$ cat config.mk
export PLATFORM = sky130hd
export DESIGN_NAME = id_ex_pipe
export DESIGN_NICKNAME = d
export VERILOG_FILES = /design/src/rtl/id_ex_pkg.sv /design/src/rtl/id_ex_entry.sv /design/src/rtl/id_ex_pipe.sv
export SDC_FILE = /design/constraint.sdc
export NUM_CORES = 1
export LEC_CHECK = 0
export CAP_MARGIN = 10
export CORE_AREA = 2 2 220 222
export CTS_BUF_LIST = sky130_fd_sc_hd__clkbuf_4 sky130_fd_sc_hd__clkbuf_8 sky130_fd_sc_hd__clkbuf_16
export DETAILED_ROUTE_END_ITERATION = 16
export DIE_AREA = 0 0 222 224
export PLACE_DENSITY_LB_ADDON = 0.12
export SYNTH_ARGS = -nofsm -noshare
export SYNTH_HDL_FRONTEND = slang
export SYNTH_SLANG_ARGS = --single-unit
$ cat constraint.sdc
create_clock -name clk -period 2.6 [get_ports clk]
set_clock_uncertainty 0.05 [all_clocks]
set_input_delay 0.39 -clock clk [delete_from_list [all_inputs] [get_ports clk]]
set_output_delay 0.39 -clock clk [all_outputs]
set_load 0.03 [all_outputs]
$ cat src/rtl/id_ex_pkg.sv
// Shared types and constants for the decode-to-execute pipeline register.
// Holds operand/index width defaults, the packed control bundle and the bubble control.
// Occupancy states are encoded directly from the (main, skid) valid bits.
package id_ex_pkg;

    localparam int DEFAULT_XLEN   = 64;
    localparam int DEFAULT_REG_AW = 5;

    // Decoded control bundle; alu_op occupies the most significant bits.
    typedef struct packed {
        logic [3:0] alu_op;
        logic       alu_src;
        logic       branch;
        logic       mem_read;
        logic       mem_write;
        logic       mem_to_reg;
        logic       reg_write;
    } ctrl_t;

    localparam int CTRL_W = $bits(ctrl_t);

    // Bit offsets of each control field inside the packed bundle.
    localparam int CTRL_ALU_OP_LSB  = 6;
    localparam int CTRL_ALU_SRC     = 5;
    localparam int CTRL_BRANCH      = 4;
    localparam int CTRL_MEM_READ    = 3;
    localparam int CTRL_MEM_WRITE   = 2;
    localparam int CTRL_MEM_TO_REG  = 1;
    localparam int CTRL_REG_WRITE   = 0;

    // All-zero control: no register write, no memory access, no branch.
    localparam logic [CTRL_W-1:0] CTRL_BUBBLE = '0;

    // Occupancy state = {main valid, skid valid}.
    typedef enum logic [1:0] {
        ST_EMPTY = 2'b00,
        ST_ONE   = 2'b10,
        ST_FULL  = 2'b11
    } state_e;

endpackage

$ cat src/rtl/id_ex_entry.sv
// One pipeline slot: valid bit plus payload, loaded/cleared by the owning stage.
// Latency: load visible one cycle after the enabling edge.
// Backpressure: none locally; kill invalidates and zeroes the control field (payload LSBs).
module id_ex_entry
    import id_ex_pkg::*;
#(
    parameter int W = 64
) (
    input  logic         clk,
    input  logic         reset,
    input  logic         ld_i,
    input  logic         clr_i,
    input  logic         kill_i,
    input  logic [W-1:0] d_i,
    output logic         vld_o,
    output logic [W-1:0] q_o
);

    logic         vld_q, vld_d;
    logic [W-1:0] dat_q, dat_d;

    // Next state: kill beats load beats clear; data is kept when only invalidated.
    always_comb begin
        vld_d = vld_q;
        dat_d = dat_q;
        if (kill_i) begin
            vld_d              = 1'b0;
            dat_d[CTRL_W-1:0]  = CTRL_BUBBLE;
        end else if (ld_i) begin
            vld_d = 1'b1;
            dat_d = d_i;
        end else if (clr_i) begin
            vld_d = 1'b0;
        end
    end

    // Slot register with synchronous reset to all-zero.
    always_ff @(posedge clk) begin
        if (reset) begin
            vld_q <= 1'b0;
            dat_q <= '0;
        end else begin
            vld_q <= vld_d;
            dat_q <= dat_d;
        end
    end

    assign vld_o = vld_q;
    assign q_o   = dat_q;

endmodule

$ cat src/rtl/id_ex_pipe.sv
// ID/EX pipeline register with a 2-entry skid buffer; optional writeback bypass via ID_EX_WB_BYPASS_EN.
// Latency: 1 cycle from input accept to out_valid; 1 instruction/cycle when out_ready stays high.
// Backpressure: in_ready = ~skid valid straight from a flop, so it never depends combinationally on out_ready.
module id_ex_pipe
    import id_ex_pkg::*;
#(
    parameter int XLEN   = DEFAULT_XLEN,
    parameter int REG_AW = DEFAULT_REG_AW
) (
    input  logic              clk,
    input  logic              reset,
    input  logic              in_valid,
    output logic              in_ready,
    input  logic [XLEN-1:0]   in_pc,
    input  logic [XLEN-1:0]   in_rs1_data,
    input  logic [XLEN-1:0]   in_rs2_data,
    input  logic [REG_AW-1:0] in_rs1,
    input  logic [REG_AW-1:0] in_rs2,
    input  logic [REG_AW-1:0] in_rd,
    input  logic [XLEN-1:0]   in_imm,
    input  logic [CTRL_W-1:0] in_ctrl,
`ifdef ID_EX_WB_BYPASS_EN
    input  logic              wb_we,
    input  logic [REG_AW-1:0] wb_rd,
    input  logic [XLEN-1:0]   wb_data,
`endif
    input  logic              flush,
    output logic              out_valid,
    input  logic              out_ready,
    output logic [XLEN-1:0]   out_pc,
    output logic [XLEN-1:0]   out_rs1_data,
    output logic [XLEN-1:0]   out_rs2_data,
    output logic [XLEN-1:0]   out_imm,
    output logic [REG_AW-1:0] out_rs1,
    output logic [REG_AW-1:0] out_rs2,
    output logic [REG_AW-1:0] out_rd,
    output logic [CTRL_W-1:0] out_ctrl
);

    localparam int PW = 4*XLEN + 3*REG_AW + CTRL_W;

    logic [XLEN-1:0] rs1_src, rs2_src, rs1_cap, rs2_cap;
    logic [PW-1:0]   in_pl, m_d, m_pl, s_pl;
    logic            m_vld, s_vld, in_acc, out_acc;
    logic            m_ld, m_from_s, m_clr, s_ld, s_clr;
    state_e          state;

`ifdef ID_EX_WB_BYPASS_EN
    // A writeback landing this cycle wins over the stale register-file read.
    assign rs1_src = (wb_we && (wb_rd != '0) && (wb_rd == in_rs1)) ? wb_data : in_rs1_data;
    assign rs2_src = (wb_we && (wb_rd != '0) && (wb_rd == in_rs2)) ? wb_data : in_rs2_data;
`else
    assign rs1_src = in_rs1_data;
    assign rs2_src = in_rs2_data;
`endif

    // x0 always reads as zero regardless of what the register file returned.
    assign rs1_cap = (in_rs1 == '0) ? '0 : rs1_src;
    assign rs2_cap = (in_rs2 == '0) ? '0 : rs2_src;

    // Control sits in the LSBs so the slot can bubble it on flush.
    assign in_pl = {in_pc, rs1_cap, rs2_cap, in_imm, in_rs1, in_rs2, in_rd, in_ctrl};

    assign in_ready  = ~s_vld;
    assign out_valid = m_vld;
    assign in_acc    = in_valid & in_ready;
    assign out_acc   = m_vld & out_ready;

    // Occupancy FSM: decide which slot loads or drains this cycle.
    always_comb begin
        m_ld     = 1'b0;
        m_from_s = 1'b0;
        m_clr    = 1'b0;
        s_ld     = 1'b0;
        s_clr    = 1'b0;
        state    = state_e'({m_vld, s_vld});
        case (state)
            ST_EMPTY: begin
                m_ld = in_acc;
            end
            ST_ONE: begin
                if (in_acc && out_acc) begin
                    m_ld = 1'b1;
                end else if (in_acc) begin
                    s_ld = 1'b1;
                end else if (out_acc) begin
                    m_clr = 1'b1;
                end
            end
            ST_FULL: begin
                if (out_acc) begin
                    m_ld     = 1'b1;
                    m_from_s = 1'b1;
                    s_clr    = 1'b1;
                end
            end
            default: begin
                // Skid-only occupancy is unreachable; drop it.
                s_clr = 1'b1;
            end
        endcase
    end

    assign m_d = m_from_s ? s_pl : in_pl;

    id_ex_entry #(.W(PW)) u_main (
        .clk    (clk),
        .reset  (reset),
        .ld_i   (m_ld),
        .clr_i  (m_clr),
        .kill_i (flush),
        .d_i    (m_d),
        .vld_o  (m_vld),
        .q_o    (m_pl)
    );

    id_ex_entry #(.W(PW)) u_skid (
        .clk    (clk),
        .reset  (reset),
        .ld_i   (s_ld),
        .clr_i  (s_clr),
        .kill_i (flush),
        .d_i    (in_pl),
        .vld_o  (s_vld),
        .q_o    (s_pl)
    );

    assign {out_pc, out_rs1_data, out_rs2_data, out_imm,
            out_rs1, out_rs2, out_rd, out_ctrl} = m_pl;

endmodule

### Yosys cells after proc, flatten, opt, wreduce, memory -nomap -nowiden

Cells that the tools add are included.

| storage, ports and cells | value |
|---|---|
| flip-flop bits (word level) | 564 |
| bits of input ports | 286 |
| output and inout bits | 283 |
| logic and storage cells | 40 |

| operators by class | value |
|---|---|
| eq/ne operators | 2 |
| muxes and demuxes | 18 |
| bitwise logic cells | 4 |
| reduce and logical (&&, ||, !) cells | 10 |

Operators with widths:

| cell | count |
|---|---|
| two-way mux 281 bit | 1 |
| two-way mux 64 bit | 2 |
| two-way mux 1 bit | 13 |
| zero test 5 bit | 2 |
| == test 2 bit, second input constant | 2 |
| AND reduction 2 bit | 2 |
| nonzero test 2 bit | 2 |
| OR reduction 2 bit | 2 |
| one-hot mux 1 bit (3 select lines) | 1 |
| AND 1 bit | 2 |
| zero test 2 bit | 1 |
| NOT 1 bit | 2 |
| one-hot mux 1 bit (2 select lines) | 1 |
| logical AND 1 bit | 1 |

### Logic depth before layout (Yosys ltp)

| logic depth | value |
|---|---|
| word-level depth | 7 |
| gate-level depth with buffers | 7 |
| mapped depth without buffers | 3 |

### Hierarchy

A second synthesis with hierarchy kept.

| second synthesis, totals | value |
|---|---|
| cell total of the unflattened synthesis | 3618 |
| area total of the unflattened synthesis | 29744.8 µm² |

Modules (own cells, without submodules):

| module | times used | cells an instance | area each (µm²) | sequential area each (µm²) |
|---|---|---|---|---|
| id_ex_entry | 2 | 1272 | 12562.0 | 5645.4 |
| id_ex_pipe | 1 | 1074 | 4620.7 | 0.0 |

### Least setup slack after synthesis

Ideal clock, no wire load.

| path | value |
|---|---|
| path kind | input to register |
| start | input port in_rs1[1] |
| end | register u_skid.dat_q[201] (netlist: u_skid.q_o[201]) |
| setup time | 0.136 ns |
| arrival | 1.528 ns |
| data required time | 2.414 ns |
| setup slack | 0.886 ns |
| stages | 4 |
| buffers on the path | 1 |
| path through | or4_4 o211ai_4 buf_8 o32ai_2 |

| between the ends | value |
|---|---|
| word-level cells in the longest chain between the ends | 2 |

RTL lines:

| item | RTL line | source |
|---|---|---|
| start: declaration | id_ex_pipe.sv:17 | `input logic [REG_AW-1:0] in_rs1,` |
| zero test 5 bit | id_ex_pipe.sv:58 | `assign rs1_cap = (in_rs1 == '0) ? '0 : rs1_src;` |
| two-way mux 64 bit | id_ex_pipe.sv:58 |  |
| end signal: assignment | id_ex_entry.sv:44 | `dat_q <= dat_d;` |
| end: declaration | id_ex_entry.sv:20 | `logic [W-1:0] dat_q, dat_d;` |

Every way passes these cells.
A chain may end at the register's enable or synchronous reset.

### Worst setup path in the final report

| path | value |
|---|---|
| start | register u_skid.vld_q (netlist: u_skid.vld_o) |
| end | output port in_ready |

| between the ends | value |
|---|---|
| word-level cells in the longest chain between the ends | 1 |

RTL lines:

| item | RTL line | source |
|---|---|---|
| start: declaration | id_ex_entry.sv:19 | `logic vld_q, vld_d;` |
| start signal: assignment | id_ex_entry.sv:43 | `vld_q <= vld_d;` |
| NOT 1 bit | id_ex_pipe.sv:64 | `assign in_ready = ~s_vld;` |
| end: declaration | id_ex_pipe.sv:13 | `output logic in_ready,` |

Every way passes these cells.

==> reports/metrics.yaml <==
status:
  status: "complete, no violations"
clock_tree:
  clockBufferDepth: 3
  tritoncts: "done"
  clk_transition_reported_paths_ns: 0.06
  clock_latency_ns: 0.62
  ctsHoldBuffers: 0
  post_cts_buffers: 0
  clockRootBuffer: "clkbuf_16"
  cts_buffers: 58
  cts.sinks: 564
  htree_levels: 2
  ctsResizeCount: 0
floorplan:
  num_io_pins: 569
  dieArea_mm2: 0.04973
  die_h_um: 224
  core_area_mm2: 0.04735
  initial_core_util_pct: 54.30
  core.rowCount: 80
  die_width_um: 222
synthesis:
  synthTopCellsByArea: "dfxtp_1 (44%), a311oi_1 (7.2%), a31oi_1 (6.8%), nand2_1 (4.8%), a311oi_2 (4.1%)"
  synthArstFlopShare_pct: 0
  syn-num-nets: 3254
  yosys_warnings: 0
  synth_common_cells: "dfxtp_1 (564), nand2_1 (327), a31oi_1 (281), clkbuf_1 (257), a311oi_1 (211)"
  synth-edff-count: 0
  yosysSeqAreaShare_pct: 43.92
  yosysMostFrequentCell: "dfxtp_1"
  dominantRegCellSynth: "dfxtp_1"
  yosys.area.top_type: "dfxtp_1"
  synth_cell_types: 31
  ys_seq_elements: 564
  syn_area_per_cell_um2: 8.662
  syn-cell-area_mm2: 0.02571
  syn_inst: 2968
  yosysTopAreaCellShare_pct: 43.92
grt:
  first_global_vias: 25050
  grt_max_degree: 155
  antenna_found_initial: 22
  grt_pass1_wl_um: 143900
  overflow: 0
  grt_use_total_pct: 35.48
timing:
  worst_slew_pin_slew_ns: 0.9065
  fin_ws_ns: 0.1511
  setup_violations: 0
  fin_crit_ns: 2.449
  whs_ns: 0.03748
  setup_tns_ns: 0
  rsz0062_at_grt: "false"
  max_freq_mhz: 408.3
  finalHoldViolCount: 0
  max_slew_margin_pct: 39.57
  layout_worst_path_cycle_share_pct: 94.19
  drv_slew: 0
critical_path:
  crit_path_end_kind: "primary output"
  cp_max_fo: 10
  cp-start-kind: "register"
  path_cells: "inv_1 -> clkdlybuf4s50_1"
  cp_data_arrival_time_ns: 2.01
  critPathTopFamily: "buffers and inverters"
  slowest_delay_ns: 0.70
  path_buf_inv: 2
  crit_type: "reg -> out"
  slowest_stage: "clkdlybuf4s50_1"
  cp_data_required_time_ns: 2.16
pwr:
  ir_drop_v: 0.0005760
  power_density_mw_per_mm2: 636.5
  leakagePower_uw: 0.01093
routing:
  wl_um: 93930
  vias_per_cell: 6.816
  wl_per_cell_um: 23.83
  drt-initial-drc-count: 3416
  num_vias: 26860
  firstDrtPassIters: 6
  drc: 0
  drtAntennaViolNets: 0
min_path:
  hold_class: "in -> reg"
finish:
  final_core_util_pct: 71.07
  instances_no_fill: 3941
  nets: 3548
  synthToLayoutAreaGrowth_pct: 30.88
  n_fill_cell: 3546
  layout-drive-gt1-share_pct: 8.615
placed_design:
  dp_slack_ns: 0.1939
  numPortBuffers: 568
  routabilityCongestion: 0.8673
  hpwl_um: 55190
  dp_cells: 3817
flow_run:
  drv_cap: 0
-- where the power goes --
part | leakage, uW | internal (uW) | switching (uW)
clock network | 0.00102 | 5160 | 3560
registers | 0.00460 | 8980 | 220
logic | 0.00532 | 1510 | 1990
-- layout make-up --
type,count,area (um^2),share of cell area [%]
Clock inverter,22,246.5,0.7326
Inverter,131,499.2,1.484
Antenna cell,18,45.04,0.1339
Tap cell,615,769.5,2.287
Clock buffer,84,1752,5.206
Multi-Input combinational cell,1861,12100,35.97
Sequential cell,564,11290,33.56
Timing Repair Buffer,646,6939,20.62
-- metrics by stage --
step           cell area [um^2]  power, uW
6_report                  33650      21410
5_1_grt                   33640      21980
4_1_cts                   33600      21420
3_5_place_dp              31600      12820
3_3_place_gp              31600      12750
2_1_floorplan             25710      11240
-- worst reg2reg max path, stage by stage (launching register included) --
cell and delay (ns):
dfxtp_1 0.60, o21ba_4 0.29, buf_12 0.48, a31oi_1 0.26
a311oi_1 0.30
-- sequential cells by signal, indices dropped and copies added, names as in the netlist --
register and cells:
u_skid.vld_o 1, u_main.vld_o 1, u_main.q_o 281, u_skid.q_o 281
-- per-layer routing --
layer	global-route usage, %	share of wire (%)	wire, um	vias up
met1	45.47	38	35680	13030
met2	55.30	46	43410	1646
li1	-	-	-	11890
met3	9.168	10	9818	282
met5	0	0.071	67	-
met4	18.33	5.3	4958	10
-- kinds of logic after synthesis --
group	after synthesis	synth area share, %
buffers and inverters	543	9.325
AO/OA/AOI/OAI	1247	35.63
flip-flops	564	43.92
AND/OR/NAND/NOR	614	11.13
-- path summary, 6_finish.rpt --
check | start | to | slack [ns] | depth (start not counted)
setup reg to reg | u_skid.vld_o | u_main.q_o[122] | 0.53 | 4
hold / removal | in_rs2[0] | u_skid.q_o[15] | 0.04 | 3
setup / recovery | u_skid.vld_o | in_ready | 0.15 | 2
hold reg to reg | u_skid.q_o[1] | u_skid.q_o[1] | 0.41 | 2
-- placed cells by master (no fill, tap or decap), types with 2 or more instances in the layout --
cell,n
a311oi_1,211
buf_12,54
a311oi_2,70
nand2b_4,3
clkdlybuf4s50_1,564
buf_4,25
o211ai_4,2
o32ai_1,118
and3_4,2
diode_2,18
bufinv_16,5
a21oi_1,154
nand2b_1,128
clkbuf_4,11
clkbuf_8,14
a31oi_1,281
o21ai_0,144
inv_1,130
nand3_1,143
nand2_1,327
or4_4,2
o211ai_1,128
clkbuf_16,59
clkinv_4,2
o32ai_2,10
buf_2,2
clkinv_2,14
dfxtp_1,564
o22ai_1,128
Power figures use the tool's default switching activity.
